### src/rtl/addr_hazard_pkg.sv
`default_nettype none
// +----------------------------------------------------------------------------+
// | Module   : addr_hazard_pkg                                                 |
// | Purpose  : Shared types and constants for the address hazard unit.         |
// |            fwd_sel_t encodes where an E-stage operand is taken from.       |
// | Contents : fwd_sel_t, STALLCNT_W, fwd_pick()                               |
// | Revision : 1.0 - initial release                                           |
// +----------------------------------------------------------------------------+
package addr_hazard_pkg;

   typedef enum logic [1:0] {
      FWD_RF = 2'b00,
      FWD_W  = 2'b01,
      FWD_M  = 2'b10
   } fwd_sel_t;

   localparam int STALLCNT_W = 16;

   // The M stage holds the younger result, so it shadows a W-stage hit.
   function automatic fwd_sel_t fwd_pick(input logic hit_m, input logic hit_w);
      fwd_sel_t sel;
      sel = FWD_RF;
      if (hit_m)      sel = FWD_M;
      else if (hit_w) sel = FWD_W;
      return sel;
   endfunction

endpackage
`default_nettype wire

### src/rtl/addr_stage_reg.sv
`default_nettype none
// +----------------------------------------------------------------------------+
// | Module   : addr_stage_reg                                                  |
// | Purpose  : One pipeline stage register. Data and valid bits load when      |
// |            en_i=1; flush_i clears only the valid bits and takes priority   |
// |            over a held (en_i=0) stage. Data is never cleared by flush.     |
// | Ports    : clk, reset (sync, active-low), en_i, flush_i,                   |
// |            data_i/data_o [DW], valid_i/valid_o [VW]                        |
// | Revision : 1.0 - initial release                                           |
// +----------------------------------------------------------------------------+
module addr_stage_reg
   import addr_hazard_pkg::*;
#(
   parameter int DW = 8,
   parameter int VW = 1
) (
   input  logic          clk,
   input  logic          reset,
   input  logic          en_i,
   input  logic          flush_i,
   input  logic [DW-1:0] data_i,
   input  logic [VW-1:0] valid_i,
   output logic [DW-1:0] data_o,
   output logic [VW-1:0] valid_o
);

   logic [DW-1:0] data_q;
   logic [VW-1:0] valid_q;

   always_ff @(posedge clk) begin
      if (!reset) begin
         data_q  <= '0;
         valid_q <= '0;
      end else begin
         if (en_i) data_q <= data_i;
         if (flush_i)   valid_q <= '0;
         else if (en_i) valid_q <= valid_i;
      end
   end

   assign data_o  = data_q;
   assign valid_o = valid_q;

endmodule
`default_nettype wire

### src/rtl/addr_hazard_unit.sv
`default_nettype none
// +----------------------------------------------------------------------------+
// | Module   : addr_hazard_unit                                                |
// | Purpose  : Carries NRP read addresses and one destination address with     |
// |            write-valid through E/M/W, produces a per-port forwarding       |
// |            select for the E stage and a load-use stall request for D.      |
// | Ports    : clk, reset (sync, active-low)                                   |
// |            StallE/StallM/StallW, FlushE/FlushW  - pipeline control         |
// |            RAD, RdValidD, WA3D, RegWriteD, MemToRegD - decode inputs       |
// |            RAE, FwdSelE, StallReqD, WA3W, RegWriteW, StallCnt - outputs    |
// | Config   : ADDR_HAZARD_STALLCNT_EN - enables the saturating load-use       |
// |            stall counter on StallCnt; otherwise StallCnt is tied to 0.     |
// | Revision : 1.0 - initial release                                           |
// +----------------------------------------------------------------------------+
module addr_hazard_unit
   import addr_hazard_pkg::*;
#(
   parameter int NRP = 3,
   parameter int AW  = 5
) (
   input  logic                  clk,
   input  logic                  reset,
   input  logic                  StallE,
   input  logic                  StallM,
   input  logic                  StallW,
   input  logic                  FlushE,
   input  logic                  FlushW,
   input  logic [NRP*AW-1:0]     RAD,
   input  logic [NRP-1:0]        RdValidD,
   input  logic [AW-1:0]         WA3D,
   input  logic                  RegWriteD,
   input  logic                  MemToRegD,
   output logic [NRP*AW-1:0]     RAE,
   output logic [2*NRP-1:0]      FwdSelE,
   output logic                  StallReqD,
   output logic [AW-1:0]         WA3W,
   output logic                  RegWriteW,
   output logic [STALLCNT_W-1:0] StallCnt
);

   localparam int E_DW = NRP*AW + AW;
   localparam int E_VW = NRP + 2;

   logic [NRP*AW-1:0] rae_q;
   logic [AW-1:0]     wa3e_q;
   logic [NRP-1:0]    rdvalide_q;
   logic              regwritee_q;
   logic              memtorege_q;
   logic [AW-1:0]     wa3m_q;
   logic              regwritem_q;
   logic [AW-1:0]     wa3w_q;
   logic              regwritew_q;

   addr_stage_reg #(.DW(E_DW), .VW(E_VW)) u_stage_e (
      .clk     (clk),
      .reset   (reset),
      .en_i    (~StallE),
      .flush_i (FlushE),
      .data_i  ({RAD, WA3D}),
      .valid_i ({RdValidD, RegWriteD, MemToRegD}),
      .data_o  ({rae_q, wa3e_q}),
      .valid_o ({rdvalide_q, regwritee_q, memtorege_q})
   );

   // A held E instruction must not also advance into M, so M takes a bubble.
   addr_stage_reg #(.DW(AW), .VW(1)) u_stage_m (
      .clk     (clk),
      .reset   (reset),
      .en_i    (~StallM),
      .flush_i (1'b0),
      .data_i  (wa3e_q),
      .valid_i (regwritee_q & ~StallE),
      .data_o  (wa3m_q),
      .valid_o (regwritem_q)
   );

   addr_stage_reg #(.DW(AW), .VW(1)) u_stage_w (
      .clk     (clk),
      .reset   (reset),
      .en_i    (~StallW),
      .flush_i (FlushW),
      .data_i  (wa3m_q),
      .valid_i (regwritem_q),
      .data_o  (wa3w_q),
      .valid_o (regwritew_q)
   );

   assign RAE       = rae_q;
   assign WA3W      = wa3w_q;
   assign RegWriteW = regwritew_q;

   generate
      for (genvar gi = 0; gi < NRP; gi++) begin : g_fwd
         logic hit_m;
         logic hit_w;
         assign hit_m = rdvalide_q[gi] & regwritem_q & (wa3m_q == rae_q[gi*AW +: AW]);
         assign hit_w = rdvalide_q[gi] & regwritew_q & (wa3w_q == rae_q[gi*AW +: AW]);
         assign FwdSelE[2*gi +: 2] = fwd_pick(hit_m, hit_w);
      end
   endgenerate

   // A load in E cannot forward its data to a D-stage reader in time.
   logic use_match;
   always_comb begin
      use_match = 1'b0;
      for (int i = 0; i < NRP; i++) begin
         if (RdValidD[i] && (RAD[i*AW +: AW] == wa3e_q)) use_match = 1'b1;
      end
   end

   assign StallReqD = regwritee_q & memtorege_q & use_match;

`ifdef ADDR_HAZARD_STALLCNT_EN
   logic [STALLCNT_W-1:0] stall_cnt_q;
   logic [STALLCNT_W-1:0] stall_cnt_d;

   always_comb begin
      stall_cnt_d = stall_cnt_q;
      if (StallReqD && (stall_cnt_q != {STALLCNT_W{1'b1}}))
         stall_cnt_d = stall_cnt_q + STALLCNT_W'(1);
   end

   always_ff @(posedge clk) begin
      if (!reset) stall_cnt_q <= '0;
      else        stall_cnt_q <= stall_cnt_d;
   end

   assign StallCnt = stall_cnt_q;
`else
   assign StallCnt = '0;
`endif

endmodule
`default_nettype wire

### config.mk
export PLATFORM = sky130hd
export DESIGN_NAME = addr_hazard_unit
export DESIGN_NICKNAME = d
export VERILOG_FILES = /design/src/rtl/addr_hazard_pkg.sv /design/src/rtl/addr_stage_reg.sv /design/src/rtl/addr_hazard_unit.sv
export SDC_FILE = /design/constraint.sdc
export NUM_CORES = 1
export LEC_CHECK = 0
export ABC_AREA = 0
export BUFFER_PORTS_ARGS = -buffer_cell sky130_fd_sc_hd__buf_2
export CAP_MARGIN = 20
export CELL_PAD_IN_SITES_DETAIL_PLACEMENT = 0
export CELL_PAD_IN_SITES_GLOBAL_PLACEMENT = 1
export CORE_MARGIN = 1
export CORE_UTILIZATION = 40
export DETAILED_ROUTE_END_ITERATION = 6
export GPL_TIMING_DRIVEN = 1
export PLACE_DENSITY = 0.94
export SLEW_MARGIN = 0
export SYNTH_ARGS = -nofsm -noshare
export SYNTH_HDL_FRONTEND = slang
export SYNTH_SLANG_ARGS = --single-unit
### constraint.sdc
create_clock -name clk -period 2.1 [get_ports clk]
set_input_delay 0 -clock clk [delete_from_list [all_inputs] [get_ports clk]]
set_output_delay 0 -clock clk [all_outputs]
set_load 0.005 [all_outputs]
==> flow_metrics.tcl <==
set metrics [dict create \
    status "finished clean" \
    reg2reg_depth 2 \
    peakVddDrop_mv 0.413 \
    diodes 0 \
    path_max_fanout 5 \
    first_global_vias 1527 \
    cts-root-buf "clkbuf_8" \
    io_buffers 59 \
    crit_required_ps 2100 \
    gp_congestion 0.807 \
    synth.top_cell.area_share 0.333 \
    startpoint "u_stage_e.data_o[2]" \
    drive_gt1_frac 0.236 \
    path_clk_slew_ps 80 \
    cts.sink_count 37 \
    tns_ps 0 \
    vias_per_cell 4.66 \
    synth-seq-area-share 0.333 \
    yosysWarnings 0 \
    drcViolationCount 0 \
    r2r_start "u_stage_m.valid_o" \
    fin_skew_ps 5.15 \
    die-width_um 76.6 \
    cts_tree "built" \
    period_minus_slack_ps 1620 \
    grt.overflow.total 0 \
    power.density_nw_per_um2 615 \
    die_height_um 76.6 \
    slew_viol_final 0 \
    antenna_found_initial 0 \
    avgSynthCellArea_um2 9.51 \
    area_delta_synth_final_pct 16.4 \
    initial_utilization 0.425 \
    startpoint_type "flop" \
    ys_types 20 \
    setup_viol 0 \
    worst_pin_slew_ps 779 \
    hpwl_um 3630 \
    hold_path.class "input pin to flop" \
    clk_path_buf_depth 2 \
    whs_ps 0.0742 \
    synth-edff-count 0 \
    cts_post_setup_buffers_inserted 0 \
    synth_commonest_cells "buf_4 (37), dfxtp_1 (37), mux2i_1 (36)" \
    rows 26 \
    leakage_uw 0.00116 \
    wl_um 4880 \
    end_kind "output pin" \
    cts_made_buffers 5 \
    yosysTopAreaCell "dfxtp_1" \
    postRouteAntennaNets 0 \
    grt_pass1_wl_um 7710 \
    drt-initial-drc-count 89 \
    io-pin-count 76 \
    worstSkewPairLatency_ps 290 \
    finalCritPeriodShare 0.771 \
    firstDrtPassIters 4 \
    vias 1650 \
    die-area_um2 5870 \
    ctsHtreeMaxLevel 2 \
    cp-endpoint "StallReqD" \
    worstPathArrival_ps 1620 \
    hold_viol_final 0 \
    reg2reg_slack_ps 1290 \
    synth.ff_latch_count 37 \
    grt.total_usage 0.172 \
    rsz0062_at_grt "false" \
    slew_headroom 0.481 \
    synthArstFlopShare 0 \
    critPathKind "flop to output pin" \
    synthFlopType "dfxtp_1" \
    nNetsFinal 315 \
    fmax_mhz 617 \
    netlist_area_um2 2230 \
    synthCells 234 \
    synth_area_leaders "dfxtp_1 (33%), mux2i_1 (16%), xnor2_1 (13%), buf_4 (12%), nor2b_1 (8.7%)" \
    core_um2 5240 \
    drv_cap 0 \
    crit-reg2reg-capture "u_stage_w.valid_o" \
    grt_start_max_net_pins 34 \
    n_fill_cell 504 \
    wire_per_inst_um 13.8 \
]
-- worst max-delay path: stages, from the launching register on --
cell,delay (ps)
dfxtp_1,370
xor2_1,190
nor4_1,380
nand4_1,150
nand3_1,120
buf_2,120
-- cells by family (layout without fill, tap and decap cells) --
kind of cell              after synthesis  in the layout  synth area share
and+or+nand+nor                        65             65             0.168
AOI/OAI and AO/OA                       1              1           0.00337
other                                   1             16           0.00168
buffers and inverters                  49             84             0.156
DFF                                    37             37             0.333
muxes                                  36             36             0.162
xor gates and xnor gates               45             45             0.177
-- timing repair --
action                                 in CTS  in global routing
setup endpoints to repair                   0                  0
hold buffers                               17                  0
endpoints found under the hold margin      17                  0
gates resized for setup                     0                  0
-- worst min path at each step --
stage                start             endpoint  slack (ps)  cells past startpoint
floorplan           FlushW    u_stage_w.valid_o          80                      1
global placement    FlushW    u_stage_w.valid_o         170                      2
detailed placement  FlushW    u_stage_w.valid_o         170                      2
CTS                 RAD[0]  u_stage_e.data_o[5]           2                      3
global route        RAD[0]  u_stage_e.data_o[5]          20                      3
finish              RAD[0]  u_stage_e.data_o[5]        0.07                      3
-- cells in the final DEF, fill, tap and decap left out --
master and n:
mux2i_1 36, nand4_1 9, buf_2 59, xor2_1 12, and2_1 1, clkinv_2 1, nor3_1 3, nor2b_1 31
nor3b_1 1, dlygate4sd3_1 17, nand2b_1 1, nand3_1 7, a22oi_1 1, clkbuf_8 7, nor2_1 9, conb_1 16
xnor2_1 33, nor4_1 3, dfxtp_1 37
-- per-layer routing --
metal  global-route usage  vias to the layer above  part of all wire
met5                    0                        -                 0
met4               0.0519                        0             0.011
met3               0.0479                        6             0.041
met2                0.279                       51              0.46
met1                0.220                      771              0.49
li1                     -                      822                 -
-- stage by stage --
stage	cells	power (uW)	util	instance area [um2]	worst slack, ps
6_report	354	1590	0.495	2590	480
5_1_grt	354	1660	0.495	2590	388
4_1_cts	354	1610	0.495	2590	495
3_5_place_dp	329	1030	0.443	2320	828
3_3_place_gp	329	1030	0.443	2320	908
2_1_floorplan	249	997	-	2280	1090
-- layout make-up --
| cell class | count | area (um2) | area share |
|---|---|---|---|
| Clock inverter | 1 | 5.00 | 0.00193 |
| Multi-Input combinational cell | 163 | 1190 | 0.461 |
| Tap cell | 70 | 87.6 | 0.0338 |
| Sequential cell | 37 | 741 | 0.286 |
| Clock buffer | 7 | 96.3 | 0.0372 |
| Timing Repair Buffer | 76 | 465 | 0.180 |
-- report_power, final --
part | internal [uW] | switching (uW)
clock network | 297 | 254
registers | 733 | 49.6
logic | 147 | 113
total | 1180 | 417
-- sequential cells by signal, summed over array words and instances, names as in the netlist --
signal and count:
u_stage_w.valid_o 1, u_stage_m.valid_o 1, u_stage_e.valid_o 5, u_stage_e.data_o 20
u_stage_m.data_o 5, u_stage_w.data_o 5
(Power assumes the default switching activity.)
